[config.mk]
export PLATFORM = sky130hd
export DESIGN_NAME = dwa_dem_selector
export DESIGN_NICKNAME = d
export VERILOG_FILES = /design/src/rtl/dwa_dem_selector.sv
export SDC_FILE = /design/constraint.sdc
export NUM_CORES = 1
export LEC_CHECK = 0
export BUFFER_PORTS_ARGS = -buffer_cell sky130_fd_sc_hd__buf_2
export CAP_MARGIN = 20
export CORE_MARGIN = 4
export CORE_UTILIZATION = 30
export DETAILED_ROUTE_END_ITERATION = 6
export GPL_TIMING_DRIVEN = 0
export PLACE_DENSITY = 0.5
export SLEW_MARGIN = 20
export SYNTH_ARGS = -nofsm -noshare
export SYNTH_HDL_FRONTEND = slang
export SYNTH_SLANG_ARGS = --single-unit
[constraint.sdc]
create_clock -name clk_i -period 4.5 [get_ports clk_i]
set_clock_uncertainty 0.15 [all_clocks]
set_input_delay 0.675 -clock clk_i [delete_from_list [all_inputs] [get_ports clk_i]]
set_output_delay 0.675 -clock clk_i [all_outputs]
set_load 0.02 [all_outputs]
[src/rtl/dwa_dem_selector.sv]
`default_nettype none
// ============================================================================
//  Module      : dwa_dem_selector
//  Description : Data-weighted-averaging dynamic element matching selector.
//                Converts a binary quantizer code into a unit-element select
//                vector for a thermometer DAC. A rotating start pointer spreads
//                element usage so that element mismatch is first-order shaped.
//                One registered sample per clock, latency of one cycle.
//  Revision    : 1.0  initial release
// ============================================================================
module dwa_dem_selector #(
    parameter  int CODE_WIDTH   = 3,
    parameter  int NUM_ELEMENTS = (1 << CODE_WIDTH) - 1,
    localparam int PTR_WIDTH    = $clog2(NUM_ELEMENTS)
) (
    input  logic                    clk_i,
    input  logic                    rst_ni,
    input  logic [CODE_WIDTH-1:0]   code_i,
    input  logic                    code_valid_i,
    input  logic                    dem_en_i,
    input  logic                    ptr_clr_i,
    output logic [NUM_ELEMENTS-1:0] elem_sel_o,
    output logic                    sel_valid_o,
    output logic [PTR_WIDTH-1:0]    ptr_o,
    output logic                    clip_o
);

    // Sum of pointer and element count needs one bit of headroom over the
    // wider of the two operands; it is always below 2*N, so a single
    // conditional subtract brings it back into range.
    localparam int SUM_W = ((PTR_WIDTH > CODE_WIDTH) ? PTR_WIDTH : CODE_WIDTH) + 1;

    localparam logic [CODE_WIDTH-1:0] c_N_CODE = CODE_WIDTH'(NUM_ELEMENTS);
    localparam logic [SUM_W-1:0]      c_N_SUM  = SUM_W'(NUM_ELEMENTS);

    // ------------------------------------------------------------------------
    // State
    // ------------------------------------------------------------------------
    logic [PTR_WIDTH-1:0]    r_ptr;
    logic [NUM_ELEMENTS-1:0] r_sel;
    logic                    r_valid;
    logic                    r_clip;

    // ------------------------------------------------------------------------
    // Combinational datapath
    // ------------------------------------------------------------------------
    logic                      w_clip;
    logic [CODE_WIDTH-1:0]     w_n;
    logic [PTR_WIDTH-1:0]      w_start;
    logic [SUM_W-1:0]          w_sum;
    logic [SUM_W-1:0]          w_wrap;
    logic [PTR_WIDTH-1:0]      w_ptr_adv;
    logic [NUM_ELEMENTS-1:0]   w_therm;
    logic [2*NUM_ELEMENTS-1:0] w_dbl;
    logic [NUM_ELEMENTS-1:0]   w_rot;
    logic [NUM_ELEMENTS-1:0]   w_sel_nxt;
    logic [PTR_WIDTH-1:0]      w_ptr_nxt;

    // Clamp the code to the number of physical elements and flag overflow.
    always_comb begin
        w_clip = (code_i > c_N_CODE);
        w_n    = w_clip ? c_N_CODE : code_i;
    end

    // A clear request takes effect before the current sample is placed.
    always_comb begin
        w_start = ptr_clr_i ? '0 : r_ptr;
    end

    // Advance the pointer modulo N without a divider.
    always_comb begin
        w_sum     = SUM_W'(w_start) + SUM_W'(w_n);
        w_wrap    = (w_sum >= c_N_SUM) ? (w_sum - c_N_SUM) : w_sum;
        w_ptr_adv = w_wrap[PTR_WIDTH-1:0];
    end

    // Static thermometer pattern: the lowest n elements enabled.
    always_comb begin
        w_therm = '0;
        for (int k = 0; k < NUM_ELEMENTS; k++) begin
            w_therm[k] = (CODE_WIDTH'(k) < w_n);
        end
    end

    // Circular rotation of the thermometer pattern by the start pointer:
    // shift into a double-width vector and fold the overflow back onto bit 0.
    always_comb begin
        w_dbl = {{NUM_ELEMENTS{1'b0}}, w_therm} << w_start;
        w_rot = w_dbl[NUM_ELEMENTS-1:0] | w_dbl[2*NUM_ELEMENTS-1:NUM_ELEMENTS];
    end

    // Choose rotated or bypass pattern; bypass keeps the pointer parked.
    always_comb begin
        w_sel_nxt = w_therm;
        w_ptr_nxt = w_start;
        if (dem_en_i) begin
            w_sel_nxt = w_rot;
            w_ptr_nxt = w_ptr_adv;
        end
    end

    // ------------------------------------------------------------------------
    // Registers
    // ------------------------------------------------------------------------

    // Capture a new sample when valid; otherwise hold the select vector and
    // still honour a standalone pointer clear.
    always_ff @(posedge clk_i or negedge rst_ni) begin
        if (!rst_ni) begin
            r_ptr   <= '0;
            r_sel   <= '0;
            r_valid <= 1'b0;
            r_clip  <= 1'b0;
        end else if (code_valid_i) begin
            r_ptr   <= w_ptr_nxt;
            r_sel   <= w_sel_nxt;
            r_valid <= 1'b1;
            r_clip  <= w_clip;
        end else begin
            r_valid <= 1'b0;
            r_clip  <= 1'b0;
            if (ptr_clr_i) begin
                r_ptr <= '0;
            end
        end
    end

    // ------------------------------------------------------------------------
    // Outputs
    // ------------------------------------------------------------------------
    assign elem_sel_o  = r_sel;
    assign sel_valid_o = r_valid;
    assign ptr_o       = r_ptr;
    assign clip_o      = r_clip;

endmodule
`default_nettype wire
==> results.md, run 1 <==
* Die footprint at 0.004510 mm²
* DR vias at 985
* Aggregate routed wire length at 2748 µm
* Req. time, crit path at 4.51 ns
* Cell taking the most area after synthesis: dfrtp_1
* Layout cells sized above 1 at 24.66%
* Slew Viols, Final at 0
* Initial DRT Pass Iterations at 4
* Hold Path Class: input port to async pin
* Global-route wire length before repair at 4809 µm
* Area growth, synth to finish at 17.04%
* Arr. time, crit path at 2.75 ns
* Clock transition at path regs at 0.08 ns
* Run status: completed
* Critical setup path kind: input port to flop
* GRT Resource Usage Total at 13.94%
* Final total power at 375.7 µW
* Num CTS Buffers at 3
* Area share of the largest cell type after synthesis at 28.61%
* Final setup viols at 0
* Post-CTS setup buffers at 0
* RSZ-0062 raised after global routing: no
* Mapped Avg Cell Area at 8.398 µm²
* Leakage power at 0.0005677 µW
* Post-DP HPWL at 2182 µm
* FILL cells at 386
* Cell row count at 21
* Register bit total from synthesis at 12
* # port buffers at 17
* Detail Route Antenna Nets at 0
* VDD IR-drop max at 0.0001153 V
* Synth warn at 0
* Gpl congestion at 0.8456
* Post-CTS sizing at 0
* Starting Density at 31.21%
* Unique masters post-synth at 50
* Setup TNS at 0 ns
* Multi-input gate area at 613.1 µm²
* Number of remaining DRC errors at 0
* Post-synth EDFFs at 0
* Largest net degree at the start of global routing at 13
* Clock Sinks at 12
* Startpoint types: input port
* Final period util at 60.94%
* Initial DRC count at 46
* Sequential cell area at 300.3 µm²
* Syn Nets at 138
* DP Cell Count at 188
* Post-Syn Area at 0.001050 mm²
* Top-count cell post-synth: nand2_1
* Nets at 160
* Cells after Synth at 125
* Max Fclk at 364.6 MHz
* N_diodes at 0
* Die X at 67.16 µm
* Routed WL per cell at 14.31 µm
* Antenna violations before repair at 0
* CTS tree: built
* Clock buffer depth at 2
* Period minus WS final at 2.742 ns
* I/O pins at 20
* CP max FO at 10
* Htree depth at 1
* Root buffer cell: clkbuf_4
* CTS Hold Bufs at 0
* PwrDens at 305.7 mW/mm²
* Vias in the first global route at 1002
* Core ar. at 0.003363 mm²
* Synth top area cells: dfrtp_1 (29%), ha_1 (4.8%), nand2_1 (4.6%), a221oi_2 (4.3%), clkbuf_8 (3.9%)
* Main synth FF type: dfrtp_1
* Max_cap viols at 0
* Final Hold Vio Count at 0
* Gr ovfl total at 0
* Via-to-Cell Ratio at 5.130
* Ys async rst share at 100.0%
* Synth cell count leaders: nand2_1 (13), dfrtp_1 (12), nor2_1 (10)
* Clk_lat worst skew at 0.28 ns
* Crit. End Element: flop
* Chip Height at 67.16 µm
* Final std cells w/o fill at 192
* Sequential element share of the synthesized area at 28.61%
-- logic make-up after synthesis --
logic type / count (synthesis) / synth area share (%)
xor+xnor: 3 / 2.503
compound gates: 41 / 29.68
flops: 12 / 28.61
other cells: 1 / 0.3572
mux: 1 / 0.9536
fa+ha+maj: 5 / 6.675
buf+inv: 22 / 12.99
simple gates: 40 / 18.24
-- critical path, cell delays in order --
cell      delay (ns)
buf_2           0.11
buf_2           0.23
clkbuf_1        0.13
ha_1            0.16
inv_1           0.05
fa_1            0.48
inv_1           0.07
ha_1            0.24
a221oi_2        0.32
mux2i_1         0.23
o21ai_1         0.07
-- cells in the final DEF (no fill, tap or decap), types with 2 or more instances in the layout --
cell type	n
inv_1	9
buf_2	19
a221o_1	2
buf_6	2
a21oi_1	4
a21o_1	2
o22ai_1	2
o21ai_1	3
o21ai_0	7
dfrtp_1	12
ha_1	4
clkbuf_8	4
nor2_1	10
a2bb2oi_1	2
clkbuf_4	4
o211ai_1	2
a31oi_1	2
a221oi_2	3
clkbuf_1	3
nor3_1	3
nand3_1	3
nand2_1	13
nand2b_1	3
xor2_1	2
-- where the power goes --
group          switching, µW  internal [µW]  total, µW
Combinational           91.4           63.1        155
Sequential              11.0            121        132
Clock                   39.5           49.2       88.7
Total                    142            234        376
-- sequential cells by signal (all words and copies together), names as in the netlist --
register and count:
elem_sel_o 7, ptr_o 3, clip_o 1, sel_valid_o 1
-- worst paths after layout --
path | to | cells after the start | slack [ns] | start
max | ptr_o[1]$_DFF_PN0_ | 11 | 1.76 | code_i[0]
min in group clk_i | sel_valid_o$_DFF_PN0_ | 1 | 0.36 | code_valid_i
max in group asynchronous | ptr_o[1]$_DFF_PN0_ | 1 | 3.86 | rst_ni
min | sel_valid_o$_DFF_PN0_ | 1 | 0.11 | rst_ni
max reg2reg | ptr_o[1]$_DFF_PN0_ | 10 | 1.87 | ptr_o[0]$_DFF_PN0_
min reg2reg | elem_sel_o[4]$_DFFE_PN0P_ | 2 | 0.37 | elem_sel_o[4]$_DFFE_PN0P_
-- layer usage --
metal	vias to the layer above	share of wire (%)	GRT usage [%]
li1	486	-	-
met1	464	48	19.59
met2	33	46	21.96
met3	2	6.4	2.829
met4	0	0.33	3.038
met5	-	0	0
-- per-stage QoR --
step	setup WS, ns	hold WS (ns)	cell area, µm²	util [%]
floorplan	1.779	0.2294	1050	-
CTS	1.755	0.1235	1229	36.53
finish	1.758	0.1137	1229	36.53
global placement	1.486	0.3452	1192	35.45
detailed placement	1.457	0.3481	1192	35.45
global route	1.591	0.1227	1229	36.53
-- area by class of cell --
class / count / share of cell area [%]
buffer: 12 / 7.943
clock buffer: 4 / 2.953
inverter: 10 / 3.157
multi-input combinational: 91 / 49.90
sequential: 12 / 24.44
tap: 46 / 4.684
timing repair buffer: 17 / 6.925
No activity file was read; power rests on OpenSTA's default activity.
==> inputs of run 2 (changes only) <==
--- a/config.mk
+++ b/config.mk
@@ -5,13 +5,14 @@
 export SDC_FILE = /design/constraint.sdc
 export NUM_CORES = 1
 export LEC_CHECK = 0
+export ABC_AREA = 1
 export BUFFER_PORTS_ARGS = -buffer_cell sky130_fd_sc_hd__buf_2
 export CAP_MARGIN = 20
 export CORE_MARGIN = 4
 export CORE_UTILIZATION = 30
 export DETAILED_ROUTE_END_ITERATION = 6
 export GPL_TIMING_DRIVEN = 0
-export PLACE_DENSITY = 0.5
+export PLACE_DENSITY = 0.51
 export SLEW_MARGIN = 20
 export SYNTH_ARGS = -nofsm -noshare
 export SYNTH_HDL_FRONTEND = slang
==> constraint.sdc (replaced) <==
create_clock -name clk_i -period 2.8 [get_ports clk_i]
set_clock_uncertainty 0.15 [all_clocks]
set_input_delay 0.42 -clock clk_i [delete_from_list [all_inputs] [get_ports clk_i]]
set_output_delay 0.42 -clock clk_i [all_outputs]
set_load 0.02 [all_outputs]
==> results.md, run 2 <==
* Commonest non-fill, non-tap cells in the layout: nand2_1 (32), nand3_1 (28), buf_2 (18)
* Largest net degree at the start of global routing at 13 (unchanged)
* Max_cap viols at 0 (unchanged)
* Post-synth EDFFs at 0 (unchanged)
* GRT Resource Usage Total at 12.89% (-1.1 points)
* Ys async rst share at 100.0% (unchanged)
* CP max stage delay at 0.49 ns (about the same)
* Largest register FFs at 7 (unchanged)
* Simple-gate share of the synthesized area at 39.77% (+22 points)
* Starting Density at 31.59% (+0.37 points)
* Area growth, synth to finish at 19.69%
* Startpoint types: flop
* Post-Syn Area at 972.2 µm² (-7.4%)
* Reg2Reg Launch Point: ptr_o[0]$_DFF_PN0_
* Cell taking the most area after synthesis: dfrtp_1
* Post-CTS setup buffers at 0 (unchanged)
* Detail Route Antenna Nets at 0 (unchanged)
* Core ar. at 0.003078 mm² (-8.5%)
* Layout cells sized above 1 at 21.30% (-3.4 points)
* Synth warn at 0 (unchanged)
* Period minus WS final at 2.340 ns
* Mapped Avg Cell Area at 6.659 µm² (-21%)
* Crit. End Element: flop
* Synth Area in Compound Gates at 10.42% (-19 points)
* DP Cell Count at 208 (+11%)
* # port buffers at 18 (+1)
* Clock buffer depth at 2 (unchanged)
* Final core utilization at 37.80% (+1.3 points)
* Final WS setup at 0.4597 ns (-1.298 ns)
* Top-count cell post-synth: nand2_1
* Sequential element share of the synthesized area at 30.89% (+2.3 points)
* PwrDens at 471.1 mW/mm² (+54%)
* Num CTS Buffers at 3 (unchanged)
* Synth Area in XOR/XNOR at 0.9009% (-1.6 points)
* I/O pins at 20 (unchanged)
* Register bit total from synthesis at 12 (unchanged)
* Final setup viols at 0 (unchanged)
* Number of remaining DRC errors at 0 (unchanged)
* Synth cell count leaders: nand2_1 (32), nand3_1 (28), nor2_1 (16)
* Gpl congestion at 0.8958 (+5.9%)
* Leakage power at 0.0006027 µW (+6.2%)
* Cells after Synth at 146 (+17%)
* Max stage delay cell, worst path: fa_1
* Htree depth at 1 (unchanged)
* Setup TNS at 0 ns (unchanged)
* Hold path start: code_valid_i
* Arr. time, crit path at 2.35 ns (-0.40 ns)
* Critical setup path kind: flop to flop
* Clk_lat worst skew at 0.27 ns (about the same)
* Post-DP HPWL at 1987 µm (-9.0%)
* Area share of the largest cell type after synthesis at 30.89% (+2.3 points)
* DR vias at 1023 (+3.9%)
* Gr ovfl total at 0 (unchanged)
* Unique masters post-synth at 23 (-54%)
* R2R Setup Slk at 0.46 ns (-1.41 ns)
* Placed Area at 0.001117 mm² (-6.3%)
* Clock Sinks at 12 (unchanged)
* Antenna violations before repair at 0 (unchanged)
* VDD IR-drop max at 0.0001855 V (+61%)
* Die footprint at 0.004215 mm² (-6.5%)
* Chip Height at 64.93 µm (-3.3%)
* Max Fclk at 427.3 MHz
* Mux cell area share after synthesis at 0% (-0.95 points)
* Clock transition at path regs at 0.07 ns (about the same)
* Slew Viols, Final at 0 (unchanged)
* Worst Setup SP: ptr_o[0]$_DFF_PN0_
* Routed WL per cell at 11.37 µm (-21%)
* Die X at 64.93 µm (-3.3%)
* Worst hold path cell count at 1
* Hold Path Class: input port to flop
* Run status: completed
* Commonest non-fill, non-tap cell in the layout: nand2_1
* CTS tree: built
* Final period util at 83.58%
* Worst Setup EP: ptr_o[0]$_DFF_PN0_
* Critical Path, Cell by Cell: inv_2 > nor2_2 > ha_1 > inv_1 > fa_1 > inv_1 > ha_1 > nand2_1 > nand2_1 > nand2_1 > nand3_1 > o21ai_0 > inv_1
* Initial DRT Pass Iterations at 4 (unchanged)
* Synth top area cells: dfrtp_1 (31%), nand3_1 (14%), nand2_1 (12%), a21oi_1 (6.7%), nor2_1 (6.2%)
* Syn Nets at 159 (+15%)
* Adder-cell share of the synthesized area at 7.207% (+0.53 points)
* FF-to-FF path depth at 13 (+3)
* Setup slack at placement at 0.3712 ns (-1.086 ns)
* N_diodes at 0 (unchanged)
* Vias in the first global route at 972 (-3.0%)
* Cell area after layout at 0.001164 mm² (-5.3%)
* Nets at 183 (+14%)
* CP max FO at 5 (-5)
* Final std cells w/o fill at 213 (+11%)
* Final Hold Vio Count at 0 (unchanged)
* Worst R2R End: ptr_o[0]$_DFF_PN0_
* Cell row count at 20 (-4.8%)
* Largest family of logic cells by synthesized area: simple AND/OR/NAND/NOR gates
* Initial DRC count at 33 (-28%)
* Global-route wire length before repair at 4271 µm (-11%)
* Aggregate routed wire length at 2422 µm (-12%)
* Req. time, crit path at 2.81 ns (-1.70 ns)
* Main synth FF type: dfrtp_1
* Root buffer cell: clkbuf_4
* RSZ-0062 raised after global routing: no
* Via-to-Cell Ratio at 4.803 (-6.4%)
[run 2: cell types whose count changed after synthesis, moves of 4 or more]
cell and change:
a21oi_1 +9, inv_2 +5, nand2_1 +19, nor2_1 +6
nand3_1 +25, o21ai_0 -5, inv_1 +4
[run 2: cells by family after synthesis]
| kind of cell | after synthesis |
|---|---|
| buf+inv | 23 |
| other cells | 1 |
| fa+ha+maj | 5 |
| flops | 12 |
| xor+xnor | 1 |
| compound gates | 19 |
| simple gates | 85 |
[run 2: timing repair]
item,4_1_cts,5_1_grt
hold buffers,1,0
endpoints found under the hold margin,12,0
resized for setup,0,0
[run 2: area by class of cell]
cell class              instances  area, µm²
fillers                       342       1914
clock buffers                   4      36.28
plain buffers                   5      33.78
repair buffers                 19      100.1
inverters                      18      67.56
well taps                      44      55.05
multi-input cells             111      570.5
flip-flops and latches         12      300.3
[run 2: how the worst min path moves through the flow]
stage	to	slack, ns
floorplan	clip_o$_DFF_PN0_	-0.03
global placement	elem_sel_o[0]$_DFFE_PN0P_	0.16
detailed placement	elem_sel_o[6]$_DFFE_PN0P_	0.16
CTS	sel_valid_o$_DFF_PN0_	0.11
global route	sel_valid_o$_DFF_PN0_	0.1
finish	sel_valid_o$_DFF_PN0_	0.12
[run 2: stage by stage]
stage          power (µW)  hold WS (ns)
4_1_cts             557.6        0.1090
3_5_place_dp        415.7        0.1631
3_3_place_gp        412.7        0.1572
2_1_floorplan       353.2      -0.02559
5_1_grt             597.4       0.09944
6_report            548.2        0.1196
[run 2: worst max-delay path: cells and delay by family (launching register included)]
| kind | cells | cell delay (ns) |
|---|---|---|
| flops | 1 | 0.47 |
| fa+ha+maj | 3 | 0.85 |
| buf+inv | 4 | 0.21 |
| simple gates | 5 | 0.46 |
| compound gates | 1 | 0.09 |
[run 2: where the power goes]
part | internal, µW | total [µW] | switching (µW)
combinational | 71.2 | 205 | 134
clock | 79.0 | 136 | 57.3
sequential | 193 | 207 | 13.6
total | 343 | 548 | 205
[run 2: routing by layer]
| layer | part of all wire, % | track usage (%) |
|---|---|---|
| met1 | 45 | 15.15 |
| met2 | 48 | 22.09 |
| met5 | 0 | 0 |
| met4 | 0.41 | 2.639 |
| met3 | 6.0 | 5.026 |
==> inputs of run 3 (changes only) <==
==> constraint.sdc (replaced) <==
create_clock -name clk_i -period 2.2 [get_ports clk_i]
set_clock_uncertainty 0.15 [all_clocks]
set_input_delay 0.33 -clock clk_i [delete_from_list [all_inputs] [get_ports clk_i]]
set_output_delay 0.33 -clock clk_i [all_outputs]
set_load 0.02 [all_outputs]
==> results.md, run 3 (same netlist as run 2, synthesis figures left out) <==
* Run status: completed
* I/O pins at 20 (unchanged)
* Chip Height at 64.93 µm (unchanged)
* Max Fclk at 471.7 MHz (+10%)
* Startpoint types: flop
* FILL cells at 332 (-2.9%)
* Via-to-Cell Ratio at 4.745 (-1.2%)
* Max_cap viols at 0 (unchanged)
* Core ar. at 0.003078 mm² (unchanged)
* Aggregate routed wire length at 2486 µm (+2.6%)
* Commonest non-fill, non-tap cell in the layout: nand2_1
* Setup slack at placement at -0.1384 ns (-0.5095 ns)
* Root buffer cell: clkbuf_4
* Hold Path Class: input port to flop
* Max stage delay cell, worst path: fa_1
* WHS at 0.02580 ns (-0.09385 ns)
* Sequential cell area at 301.5 µm² (+0.42%)
* WP buf/inv at 4 (unchanged)
* Largest register FFs at 7 (unchanged)
* Initial DRT Pass Iterations at 4 (unchanged)
* Final setup viols at 0 (unchanged)
* Vias in the first global route at 986 (+1.4%)
* RSZ-0062 raised after global routing: yes
* Period minus WS final at 2.120 ns (-0.2205 ns)
* Clock Sinks at 12 (unchanged)
* Multi-input gate area at 608.1 µm² (+6.6%)
* Htree depth at 1 (unchanged)
* Die X at 64.93 µm (unchanged)
* Area growth, synth to finish at 26.00%
* Leakage power at 0.0006270 µW (+4.0%)
* CP max FO at 4 (-1)
* Number of remaining DRC errors at 0 (unchanged)
* GRT Resource Usage Total at 13.18% (+0.29 points)
* Post-DP HPWL at 2023 µm (+1.8%)
* Final period util at 96.36% (+13 points)
* Met2 routed WL at 1238 µm (+5.5%)
* DP Cell Count at 208 (unchanged)
* Routed WL per cell at 11.51 µm (+1.2%)
* Crit. End Element: flop
* Clock buffer depth at 2 (unchanged)
* Clk_lat worst skew at 0.27 ns (about the same)
* Nets at 186 (+1.6%)
* Die footprint at 0.004215 mm² (unchanged)
* Req. time, crit path at 2.22 ns (-0.59 ns)
* CTS tree: built
* Detail Route Antenna Nets at 0 (unchanged)
* Clock transition at path regs at 0.07 ns (about the same)
* Cell row count at 20 (unchanged)
* Critical Path, Cell by Cell: inv_2 > nor2_4 > ha_2 > inv_2 > fa_1 > inv_2 > ha_4 > nand2_4 > nand2_2 > nand2_1 > nand3_1 > o21ai_1 > inv_1
* Starting Density at 31.59% (unchanged)
* Top sig layer: met4
* Cell mode on critical path: inv_2
* CP max stage delay at 0.52 ns (+0.03 ns)
* Antenna violations before repair at 0 (unchanged)
* Initial DRC count at 21 (-36%)
* M1 WL at 1085 µm (-0.55%)
* VDD IR-drop max at 0.0002714 V (+46%)
* Arr. time, crit path at 2.14 ns (-0.21 ns)
* Slew Viols, Final at 0 (unchanged)
* Final WS setup at 0.08012 ns (-0.3795 ns)
* Top delay family on crit path: adder cells
* N_diodes at 0 (unchanged)
* Final std cells w/o fill at 216 (+1.4%)
* DR vias at 1025 (+0.20%)
* Num CTS Buffers at 3 (unchanged)
* Layout cells sized above 1 at 27.33% (+6.0 points)
* Commonest non-fill, non-tap cells in the layout: nand2_1 (30), nand3_1 (28), buf_2 (18)
* Gr ovfl total at 0 (unchanged)
* # port buffers at 18 (unchanged)
* Global-route wire length before repair at 4388 µm (+2.7%)
* PwrDens at 598.5 mW/mm² (+27%)
* Gpl congestion at 0.9003 (+0.50%)
* Final Hold Vio Count at 0 (unchanged)
* Critical setup path kind: flop to flop
* Largest net degree at the start of global routing at 13 (unchanged)
* Wire length on met3 at 156 µm (+7.6%)
-- run 3: cell types whose count changed in the layout (fill, tap and decap cells not counted), sizes merged --
cell,delta
buf,+3
-- run 3: routing by layer --
| metal | vias to the layer above | track usage [%] |
|---|---|---|
| li1 | 526 | - |
| met3 | 2 | 5.199 |
| met2 | 27 | 22.73 |
| met5 | - | 0 |
| met4 | 0 | 1.319 |
| met1 | 470 | 15.89 |
-- run 3: area by class of cell --
cell class	instances	area share [%]
multi-input combinational	111	49.64
sequential	12	24.62
timing repair buffer	22	10.01
inverter	18	5.516
tap	44	4.494
clock buffer	4	2.962
buffer	5	2.758
-- run 3: per-stage QoR --
step	utilization, %	TNS, ns	power (µW)	cell area (µm²)
3_3_place_gp	36.34	-0.1499	526.0	1119
2_1_floorplan	-	0	450.1	973.4
5_1_grt	39.80	-0.03417	796.1	1225
6_report	39.80	0	733.1	1225
3_5_place_dp	36.34	-0.1971	530.2	1119
4_1_cts	38.25	0	715.7	1177
-- run 3: final timing paths --
path,slack [ns],to,cells after the start,start
max,0.08,ptr_o[0]$_DFF_PN0_,13,ptr_o[0]$_DFF_PN0_
min,0.03,sel_valid_o$_DFF_PN0_,1,code_valid_i
max reg2reg,0.08,ptr_o[0]$_DFF_PN0_,13,ptr_o[0]$_DFF_PN0_
min reg2reg,0.38,elem_sel_o[0]$_DFFE_PN0P_,2,elem_sel_o[0]$_DFFE_PN0P_
max in group asynchronous,1.35,ptr_o[0]$_DFF_PN0_,2,rst_ni
min in group asynchronous,0.30,elem_sel_o[2]$_DFFE_PN0P_,2,rst_ni
-- run 3: power breakdown --
part / total, µW / internal, µW / switching (µW)
clock: 177 / 101 / 76.1
combinational: 295 / 111 / 185
sequential: 261 / 246 / 14.6
-- run 3: worst reg2reg max path, stage by stage, from the launching register on --
cell	delay (ns)
dfrtp_2	0.37
inv_2	0.04
nor2_4	0.13
ha_2	0.18
inv_2	0.04
fa_1	0.52
inv_2	0.06
ha_4	0.16
nand2_4	0.08
nand2_2	0.05
nand2_1	0.05
nand3_1	0.06
o21ai_1	0.08
inv_1	0.04
-- run 3: what timing repair did --
item                                   in CTS  in global routing
endpoints found under the hold margin      12                  0
setup endpoints to repair                   2                  2
gates resized for setup                     1                 10
buffers inserted                            1                  2
hold buffers                                1                  0
pin swaps                                   0                  5
